[src/rtl/denise_bitplane_shifter.sv]
// Bitplane parallel-to-serial shifter with 0..255 x 35 ns scroll delay; shres mode needs DENISE_SHIFTER_SHRES_EN.
// Latency: lores/scroll=0/16b fetch puts data_in[63] on out 5 clks after the load edge; each scroll step adds 1 clk.
// Backpressure: none; load is sampled only in the c1=0,c3=0 phase and other loads are dropped.
module denise_bitplane_shifter (
    input  logic        clk,
    input  logic        reset_n,
    input  logic        clk7_en,
    input  logic        c1,
    input  logic        c3,
    input  logic        load,
    input  logic        hires,
    input  logic        shres,
    input  logic [1:0]  fmode,
    input  logic        aga,
    input  logic [63:0] data_in,
    input  logic [7:0]  scroll,
    output logic        out
);

    logic [63:0] shifter_q, shifter_d;
    logic [63:0] scroller_q, scroller_d;
    logic [7:0]  slave_q, slave_d;
    logic [1:0]  fm;
    logic [5:0]  mask;
    logic [5:0]  select;
    logic [2:0]  fine_sel;
    logic        shift_en;
    logic        scr_out;
    logic        unused_inputs;

`ifdef DENISE_SHIFTER_SHRES_EN
    assign unused_inputs = clk7_en;
`else
    assign unused_inputs = clk7_en ^ shres;
`endif

    always_comb begin
        fm = aga ? fmode : 2'b00;
        case (fm)
            2'b00:   mask = 6'h0F;
            2'b11:   mask = 6'h3F;
            default: mask = 6'h1F;
        endcase
        // Coarse delay picks a scroller tap; the low scroll bits become the fine slave tap.
        if (hires) begin
            shift_en = ~c1 ^ c3;
            select   = scroll[6:1] & mask;
            fine_sel = {1'b1, scroll[0], 1'b1};
        end else begin
            shift_en = ~c1 & ~c3;
            select   = scroll[7:2] & mask;
            fine_sel = {1'b0, scroll[1:0]};
        end
`ifdef DENISE_SHIFTER_SHRES_EN
        if (shres) begin
            shift_en = 1'b1;
            select   = scroll[5:0] & mask;
            fine_sel = 3'b011;
        end
`endif
    end

    assign scr_out = scroller_q[select];
    assign out     = slave_q[fine_sel];

    always_comb begin
        shifter_d  = shifter_q;
        scroller_d = scroller_q;
        if (load && !c1 && !c3) begin
            shifter_d = data_in;
        end else if (shift_en) begin
            shifter_d = {shifter_q[62:0], 1'b0};
        end
        if (shift_en) begin
            scroller_d = {scroller_q[62:0], shifter_q[63]};
        end
        slave_d = {slave_q[6:0], scr_out};
    end

    always_ff @(posedge clk or negedge reset_n) begin
        if (!reset_n) begin
            shifter_q  <= 64'd0;
            scroller_q <= 64'd0;
            slave_q    <= 8'd0;
        end else begin
            shifter_q  <= shifter_d;
            scroller_q <= scroller_d;
            slave_q    <= slave_d;
        end
    end

endmodule

[config.mk]
export PLATFORM = sky130hd
export DESIGN_NAME = denise_bitplane_shifter
export DESIGN_NICKNAME = d
export VERILOG_FILES = /design/src/rtl/denise_bitplane_shifter.sv
export SDC_FILE = /design/constraint.sdc
export NUM_CORES = 1
export LEC_CHECK = 0
export CAP_MARGIN = 20
export CORE_UTILIZATION = 30
export DETAILED_ROUTE_END_ITERATION = 12
export SLEW_MARGIN = 20
export SYNTH_ARGS = -nofsm -noshare
export SYNTH_HDL_FRONTEND = slang
export SYNTH_SLANG_ARGS = --single-unit
export TNS_END_PERCENT = 10
[constraint.sdc]
create_clock -name clk -period 2.08 [get_ports clk]
set_input_delay 0.416 -clock clk [delete_from_list [all_inputs] [get_ports clk]]
set_output_delay 0.416 -clock clk [all_outputs]
set_load 0.01 [all_outputs]
==> results.json <==
{
  "outcome": "completed",
  "grt.met1_usage_pct": 18.74,
  "port_buffers": 81,
  "total_power_w": 0.008299,
  "netlist_area_um2": 6925,
  "clock_latency_ns": 0.42,
  "worstPathArrival_ns": 1.58,
  "avgSynthCellArea_um2": 11.54,
  "grt_pass1_wl_mm": 25.25,
  "use_met3_pct": 3.692,
  "dp_slack_ns": -0.5120,
  "finalSetupViolations": 0,
  "io_pins": 84,
  "period_share_pct": 95.91,
  "place_congestion": 0.8373,
  "post_cts_buffers": 0,
  "diodes": 0,
  "worstMarginPinSlew_ns": 0.4404,
  "totalWireLength_mm": 14.74,
  "max_stage_delay_ns": 0.46,
  "use_met2_pct": 19.61,
  "max_slew_margin_pct": 70.64,
  "cts.sinks": 136,
  "crit_fanout": 2,
  "die_h_um": 153.9,
  "critical_path_required_ns": 1.66,
  "root_buffer": "clkbuf_16",
  "track_usage_pct": 13.20,
  "finalHoldViolCount": 0,
  "coreArea_um2": 22640,
  "busiest_layer": "met2",
  "layout.nets": 807,
  "drtPass1Iterations": 4,
  "final_layout_size_suffix_gt1_share_pct": 25.68,
  "drv_slew": 0,
  "yosysWarnings": 0,
  "htreeDepth": 4,
  "crit_slowest_cell": "mux4_2",
  "initial_core_util_pct": 30.59,
  "ys_seq_area_share_pct": 49.14,
  "syn_nets": 684,
  "max_freq_mhz": 501.2,
  "hold_path.class": "reg -> reg",
  "worstSetupPathType": "reg -> out",
  "cts.reportedPaths.clkPinSlew_ns": 0.06,
  "overflow": 0,
  "cts.path.max_buffers": 2,
  "clock_skew_ns": 0.007742,
  "die_width_um": 153.9,
  "vias": 4914,
  "cts_buffers": 17,
  "dp_hpwl_mm": 10.42,
  "syn2layout_area_growth_pct": 31.54,
  "grt_max_degree": 67,
  "end_kind": "output port",
  "die_area_um2": 23700,
  "worstSetupStartpointType": "register",
  "antenna_found_initial": 0,
  "path_buf_inv": 1,
  "detail-route-antenna-nets": 0,
  "finalWorstSetupSlack_ns": 0.08497,
  "power_leakage_nw": 4.165,
  "fin_crit_ns": 1.995,
  "finalInstanceArea_um2": 9110,
  "placed_cells_incl_taps": 987,
  "grt_pass1_vias": 5038,
  "cap_violations": 0,
  "path_cells": "mux4_2 -> nor2_1 -> a21oi_1 -> buf_2",
  "routed_via_density": 4.813,
  "syn_inst": 600,
  "cpLargestDelayFamily": "multiplexers",
  "worst_hold_slack_ns": 0.3545,
  "tritoncts": "built",
  "placed_area_um2": 8506,
  "drc": 0,
  "fin_cells": 1021,
  "rsz0062_at_grt": "false",
  "wl_per_cell_um": 14.43,
  "drt_iter0_markers": 253,
  "power_density_nw_per_um2": 910.9,
  "yosys_register_bits": 136,
  "ys_types": 51,
  "ir_drop_mv": 0.3901,
  "std_cell_rows": 55
}
==> layout make-up <==
type	instances	area [µm²]
clock inverters	14	128.9
flip-flops and latches	136	3403
fillers	2170	13530
multi-input cells	414	3258
inverters	5	18.77
repair buffers	149	1515
clock buffers	18	429.2
well taps	285	356.6
==> cells in the mapped netlist (all sizes together) <==
cell	n	area [µm²]
o2bb2ai	1	8.760
nand3	7	35.03
nor4b	1	8.760
o31ai	2	15.01
o311ai	1	8.760
nor4	3	18.77
nor2	14	60.06
a32oi	1	8.760
mux2	71	803.3
a211oi	7	52.55
dfrtp	136	3403
clkbuf	16	60.06
a2111oi	2	17.52
a211o	2	17.52
a2bb2oi	2	17.52
o22ai	5	31.28
mux2i	92	924.6
nand2b	5	31.28
a21o	1	7.510
a31o	1	8.760
o211a	1	17.52
o21a	1	7.510
or4	1	7.510
a221oi	3	26.28
and2	2	12.51
o21bai	1	7.510
o211ai	3	22.52
ha	1	12.51
nor2b	6	37.54
o221ai	1	8.760
inv	5	18.77
a22oi	2	15.01
mux4	10	225.2
a311o	1	10.01
nor3	7	35.03
o2111ai	2	17.52
a31oi	1	6.260
nand2	72	272.8
buf	29	216.5
or2b	1	7.510
a21oi	9	45.04
and3	1	6.260
o21ai	70	350.3
==> cells in the final DEF (no fill, tap or decap), drive strengths merged, types with 2 or more instances in the layout <==
cell type      synthesis  routed
a2111oi                2       2
a211o                  2       2
a211oi                 7       7
a21oi                  9       9
a221oi                 3       3
a22oi                  2       2
a2bb2oi                2       2
and2                   2       2
buf                   29      68
clkbuf                16      19
clkdlybuf4s50          0      75
clkinvlp               0       5
dfrtp                136     136
dlygate4sd2            0       2
dlymetal6s2s           0       2
inv                    5      14
mux2                  71      71
mux2i                 92      92
mux4                  10      10
nand2                 72      72
nand2b                 5       5
nand3                  7       7
nor2                  14      14
nor2b                  6       6
nor3                   7       7
nor4                   3       3
o2111ai                2       2
o211ai                 3       3
o21ai                 70      70
o22ai                  5       5
o31ai                  2       2
==> state kept, by name, summed over array words and instances (netlist names) <==
name        count
shifter_q      64
slave_q         8
scroller_q     64
==> what timing repair did <==
item                                   in CTS  in global routing
cloned                                      0                  1
endpoints found under the hold margin      42                  0
pin swaps                                   1                  1
hold buffers                                1                  0
setup endpoints to repair                   2                  1
gates resized for setup                     6                  5
==> power breakdown <==
part	switching, W	internal, W
clock	0.00128	0.00158
combinational	0.000688	0.000986
sequential	0.000447	0.00332
==> through the flow <==
stage	TNS, ns	utilization [%]
finish	0	40.24
global route	0	40.24
CTS	0	40.04
detailed placement	-41.30	37.57
global placement	-42.12	37.57
floorplan	0	-
==> routing by layer <==
layer  share of wire [%]  routed length, µm
met5                   0                  0
met4                0.57                 84
met3                 4.6                680
met2                  44               6555
met1                  50               7417
==> logic make-up after synthesis <==
family / synth area share [%]
fa+ha+maj: 0.1806
compound gates: 10.52
mux: 28.20
flops: 49.14
buf+inv: 4.264
simple gates: 7.697
==> path summary, 6_finish.rpt <==
| path | slack, ns | from | endpoint | cells after the start |
|---|---|---|---|---|
| hold / removal | 0.35 | slave_q[4] | slave_q[5] | 0 |
| hold reg to reg | 0.35 | slave_q[4] | slave_q[5] | 0 |
| min in group asynchronous | 0.49 | reset_n | scroller_q[60] | 2 |
| setup reg to reg | 0.42 | scroller_q[43] | slave_q[0] | 6 |
| setup / recovery | 0.08 | slave_q[0] | out | 4 |
| max in group asynchronous | 1.01 | reset_n | shifter_q[22] | 3 |
Note: power is estimated with default switching activity, not from simulation.
